**src/rtl/pin_input_monitor.sv**
```systemverilog
// Pin input monitor: synchronises and debounces the raw pad inputs, then
// raises edge events. A small register window exposes the filtered values,
// the per-pin rise/fall enables and the W1C event bits.
module pin_input_monitor #(
    parameter int PinNum    = 87,
    parameter int DebounceW = 16
) (
    input  logic                 clk_i,
    input  logic                 rst_i,
    input  logic [PinNum-1:0]    pins_i,
    input  logic [DebounceW-1:0] debounce_limit_i,
    output logic [PinNum-1:0]    pins_o,
    input  logic                 req_i,
    input  logic                 we_i,
    input  logic [3:0]           addr_i,
    input  logic [31:0]          wdata_i,
    output logic                 rvalid_o,
    output logic [31:0]          rdata_o,
    output logic                 irq_o
);

    // Each register bank is three 32-bit words; bits at or above PinNum are
    // held at zero by this mask.
    localparam int RegW = 96;
    localparam logic [RegW-1:0] ValidMask = {RegW{1'b1}} >> (RegW - PinNum);

    logic [PinNum-1:0]    sync1, sync2, sample, filt;
    logic [PinNum-1:0]    agree, rose, fell;
    logic [DebounceW-1:0] cnt;
    logic                 tick;
    logic [RegW-1:0]      rise_en, fall_en, evt, clr, rd_src;
    logic [31:0]          rd_word;
    logic [1:0]           grp, widx;
    logic                 wr;

    // The >= compare lets a lowered limit take effect at once without
    // the counter having to wrap through zero first.
    assign tick  = (cnt >= debounce_limit_i);
    assign grp   = addr_i[3:2];
    assign widx  = addr_i[1:0];
    assign wr    = req_i & we_i & (widx != 2'd3);

    // filt only moves when two consecutive ticks agree, so the change
    // qualifiers below are the edge events for this cycle.
    assign agree = ~(sync2 ^ sample);
    assign rose  = {PinNum{tick}} & agree & sync2 & ~filt;
    assign fell  = {PinNum{tick}} & agree & ~sync2 & filt;

    assign pins_o = filt;
    assign irq_o  = |evt;

    // Free-running sample-tick divider, one tick every limit+1 cycles.
    always_ff @(posedge clk_i) begin
        if (rst_i) cnt <= '0;
        else       cnt <= tick ? '0 : cnt + 1'b1;
    end

    // Two-flop synchroniser followed by the two-sample agreement filter.
    always_ff @(posedge clk_i) begin
        if (rst_i) begin
            sync1  <= '0;
            sync2  <= '0;
            sample <= '0;
            filt   <= '0;
        end else begin
            sync1 <= pins_i;
            sync2 <= sync1;
            if (tick) begin
                sample <= sync2;
                filt   <= (filt & ~agree) | (sync2 & agree);
            end
        end
    end

    // W1C clear mask for the addressed EVENT word.
    always_comb begin
        clr = '0;
        if (wr && grp == 2'd3) clr[32*widx +: 32] = wdata_i;
    end

    // Enable registers; only implemented bits can be written.
    always_ff @(posedge clk_i) begin
        if (rst_i) begin
            rise_en <= '0;
            fall_en <= '0;
        end else if (wr) begin
            if (grp == 2'd1) rise_en[32*widx +: 32] <= wdata_i & ValidMask[32*widx +: 32];
            if (grp == 2'd2) fall_en[32*widx +: 32] <= wdata_i & ValidMask[32*widx +: 32];
        end
    end

    // Event latch: a new event on the same edge as its clear wins.
    always_ff @(posedge clk_i) begin
        if (rst_i) evt <= '0;
        else       evt <= ((evt & ~clr) | (RegW'(rose) & rise_en)
                           | (RegW'(fell) & fall_en)) & ValidMask;
    end

    // Read mux; word index 3 of every bank is unmapped.
    always_comb begin
        case (grp)
            2'd0:    rd_src = RegW'(filt);
            2'd1:    rd_src = rise_en;
            2'd2:    rd_src = fall_en;
            default: rd_src = evt;
        endcase
        rd_word = (widx == 2'd3) ? 32'd0 : rd_src[32*widx +: 32];
    end

    // Registered response, one cycle after each access; data only on reads.
    always_ff @(posedge clk_i) begin
        if (rst_i) begin
            rvalid_o <= 1'b0;
            rdata_o  <= '0;
        end else begin
            rvalid_o <= req_i;
            rdata_o  <= (req_i && !we_i) ? rd_word : 32'd0;
        end
    end

endmodule

```
**config.mk**
```make
export PLATFORM = sky130hd
export DESIGN_NAME = pin_input_monitor
export DESIGN_NICKNAME = d
export VERILOG_FILES = /design/src/rtl/pin_input_monitor.sv
export SDC_FILE = /design/constraint.sdc
export NUM_CORES = 1
export LEC_CHECK = 0
export BUFFER_PORTS_ARGS = -buffer_cell sky130_fd_sc_hd__clkbuf_2
export CAP_MARGIN = 20
export CORE_UTILIZATION = 50
export DETAILED_ROUTE_END_ITERATION = 16
export PLACE_DENSITY = 0.67
export SETUP_SLACK_MARGIN = 0.3
export SYNTH_ARGS = -nofsm -noshare
export SYNTH_HDL_FRONTEND = slang
export SYNTH_SLANG_ARGS = --single-unit
```
**constraint.sdc**
```tcl
create_clock -name clk_i -period 7.7 [get_ports clk_i]
set_clock_uncertainty 0.05 [all_clocks]
set_input_delay 1.54 -clock clk_i [delete_from_list [all_inputs] [get_ports clk_i]]
set_output_delay 1.54 -clock clk_i [all_outputs]
set_load 0.05 [all_outputs]
```
==> flow_metrics.tcl <==
set metrics [dict create \
    status "finished clean" \
    grt_pass1_vias 25300 \
    start_kind "flop" \
    rsz0062_at_grt "false" \
    min_path_type "reg -> reg" \
    start_util_pct 50.49 \
    leakage_nw 12.67 \
    hold_ws_ns 0.3695 \
    io_pins 264 \
    final_area_mm2 0.03442 \
    layout_commonest_cell "dfxtp_1" \
    grt_remaining_overflow 0 \
    clock_sink_count 676 \
    worstPathCellList "nor4_1, nand4_1, nor4_1, nand4_1, clkbuf_2" \
    io_buffers 263 \
    grt_pass1_wl_mm 159.1 \
    max_slew.worst_pin.slew_ns 1.140 \
    path_class "reg -> out" \
    synthFlopType "dfxtp_1" \
    drt-total-wl_mm 105.9 \
    path_clk_slew_ns 0.06 \
    fin_setup_tns_ns 0 \
    crit_buf_inv 1 \
    end_kind "primary output" \
    cts.htree.levels 3 \
    syn_nets 3688 \
    cts_tree "done" \
    pwr_density_cell_mw_per_mm2 219.7 \
    hold_viol 0 \
    ys_seq_area_share_pct 44.49 \
    worst_slack_ns 2.620 \
    drc 0 \
    maxSlewViolCount 0 \
    yosys_warnings 0 \
    cts_buffer_depth 3 \
    required_ns 6.11 \
    drive_gt1_share_pct 15.49 \
    avgSynthCellArea_um2 8.631 \
    die_x_um 248.6 \
    yosysUniqueCellTypes 53 \
    clockRootBuffer "clkbuf_16" \
    synth_cells 3524 \
    ctsResizeCount 0 \
    pre_cts_ws_ns 2.828 \
    first_pass_iters 6 \
    post-route-min-period_ns 5.080 \
    drtAntennaViolNets 0 \
    ir_worst_vdd_uv 167.5 \
    fmax_mhz 196.9 \
    setup_viol_count_final 0 \
    ys_async_sr_fraction_pct 0 \
    path_delay_family "simple AND/OR/NAND/NOR gates" \
    grt_max_degree 189 \
    dieHeight_um 248.6 \
    dr_total_vias 28120 \
    mostFrequentLayoutCells "dfxtp_1, a21oi_1, nor2_1, nand2_1, clkbuf_2" \
    drtIter0Drc 3723 \
    cts_buffers 72 \
    reg2reg_slack_ns 4.10 \
    grt_usage_pct 33.41 \
    fin_crit_sh_pct 65.97 \
    dieArea_mm2 0.06182 \
    critPathSlowestCell "nor4_1" \
    max_cap_viol_count 0 \
    synth.cell_area_mm2 0.03042 \
    synthTopCellsByArea "dfxtp_1, a21oi_1, mux4_2" \
    yosys.area.top_type "dfxtp_1" \
    via_per_inst 6.332 \
    coreArea_mm2 0.06025 \
    place.gp.congestion 1.100 \
    synth_edf_count 0 \
    rows 90 \
    synth.top_cell.area_share_pct 44.49 \
    wire_per_inst_um 23.86 \
    synth_seq_cells 676 \
    hpwl_mm 69.15 \
    antenna_found_initial 6 \
    clkLatencyLatePin_ns 0.65 \
    cp_max_fo 3 \
    place_area_mm2 0.03186 \
    area_growth_pct 13.17 \
    cts_hold_buf 0 \
    cts_setup_buffers 0 \
    fin_total_pwr_mw 7.564 \
    slew_headroom_pct 24.03 \
    nNetsFinal 3763 \
    arrival_ns 3.49 \
    max_stage_delay_ns 0.88 \
]
## synthesized netlist by cell type, types with 18 or more instances
cell / count
dfxtp_1: 676
a21oi_1: 417
nor2_1: 382
nand2_1: 352
nand3_1: 253
clkbuf_1: 220
nor2b_1: 203
o31ai_1: 174
o21ai_0: 134
nand2b_1: 111
nand4_1: 97
mux4_2: 87
o31a_1: 87
o32ai_1: 57
buf_2: 39
o32ai_2: 30
inv_1: 23
buf_1: 22
buf_4: 21
ha_1: 21
nor4_1: 21
nor3_1: 18
## cell type report
type / instances / area (um2)
Fill cell: 5454 / 25820
Multi-Input combinational cell: 2517 / 15570
Sequential cell: 676 / 13530
Clock buffer: 108 / 2263
Timing Repair Buffer: 308 / 1733
Tap cell: 782 / 978.4
Clock inverter: 21 / 244.0
Inverter: 24 / 90.09
Antenna cell: 5 / 12.51
## report_power, final
part           internal, mW  switching (mW)  total, mW
logic                 0.111           0.230      0.341
clock network          2.20            1.45       3.65
registers              3.54          0.0330       3.58
total                  5.85            1.71       7.56
## per-stage QoR
step                      instances  utilization [%]
after floorplan                3524                -
after global placement         4304            52.88
after detailed placement       4304            52.88
after CTS                      4433            57.04
after global routing           4439            57.13
final                          4441            57.14
## path summary, 6_finish.rpt
check	cells after the start	from	to
setup / recovery	5	evt[25]	irq_o
hold / removal	1	sync1[39]	sync2[39]
setup reg to reg	8	cnt[5]	flop
hold reg to reg	1	sync1[39]	sync2[39]
## metal layers
metal | share of wire, % | global-route usage (%) | up-vias
met1 | 41 | 45.38 | 13470
met2 | 43 | 48.79 | 1597
met5 | 0.021 | 0 | -
met4 | 4.7 | 14.89 | 4
li1 | - | - | 12800
met3 | 12 | 10.15 | 258
## cells by family (layout without fill, tap and decap cells)
| group | after synthesis | in the layout | synth area share (%) |
|---|---|---|---|
| compound gates | 925 | 925 | 19.81 |
| xor+xnor | 14 | 14 | 0.4032 |
| fa+ha+maj | 21 | 21 | 0.8639 |
| buf+inv | 331 | 461 | 4.628 |
| flops | 676 | 676 | 44.49 |
| mux | 96 | 96 | 6.738 |
| other cells | 0 | 5 | 0 |
| simple gates | 1461 | 1461 | 23.07 |
## worst register-to-register path, stage by stage (launching register included)
cell	delay, ns
dfxtp_1	0.45
ha_1	0.29
a21oi_1	0.15
o21ai_1	0.14
a211o_4	0.69
nor3_4	0.35
buf_4	0.48
buf_4	0.66
o32ai_1	0.21
(Power assumes the default switching activity.)
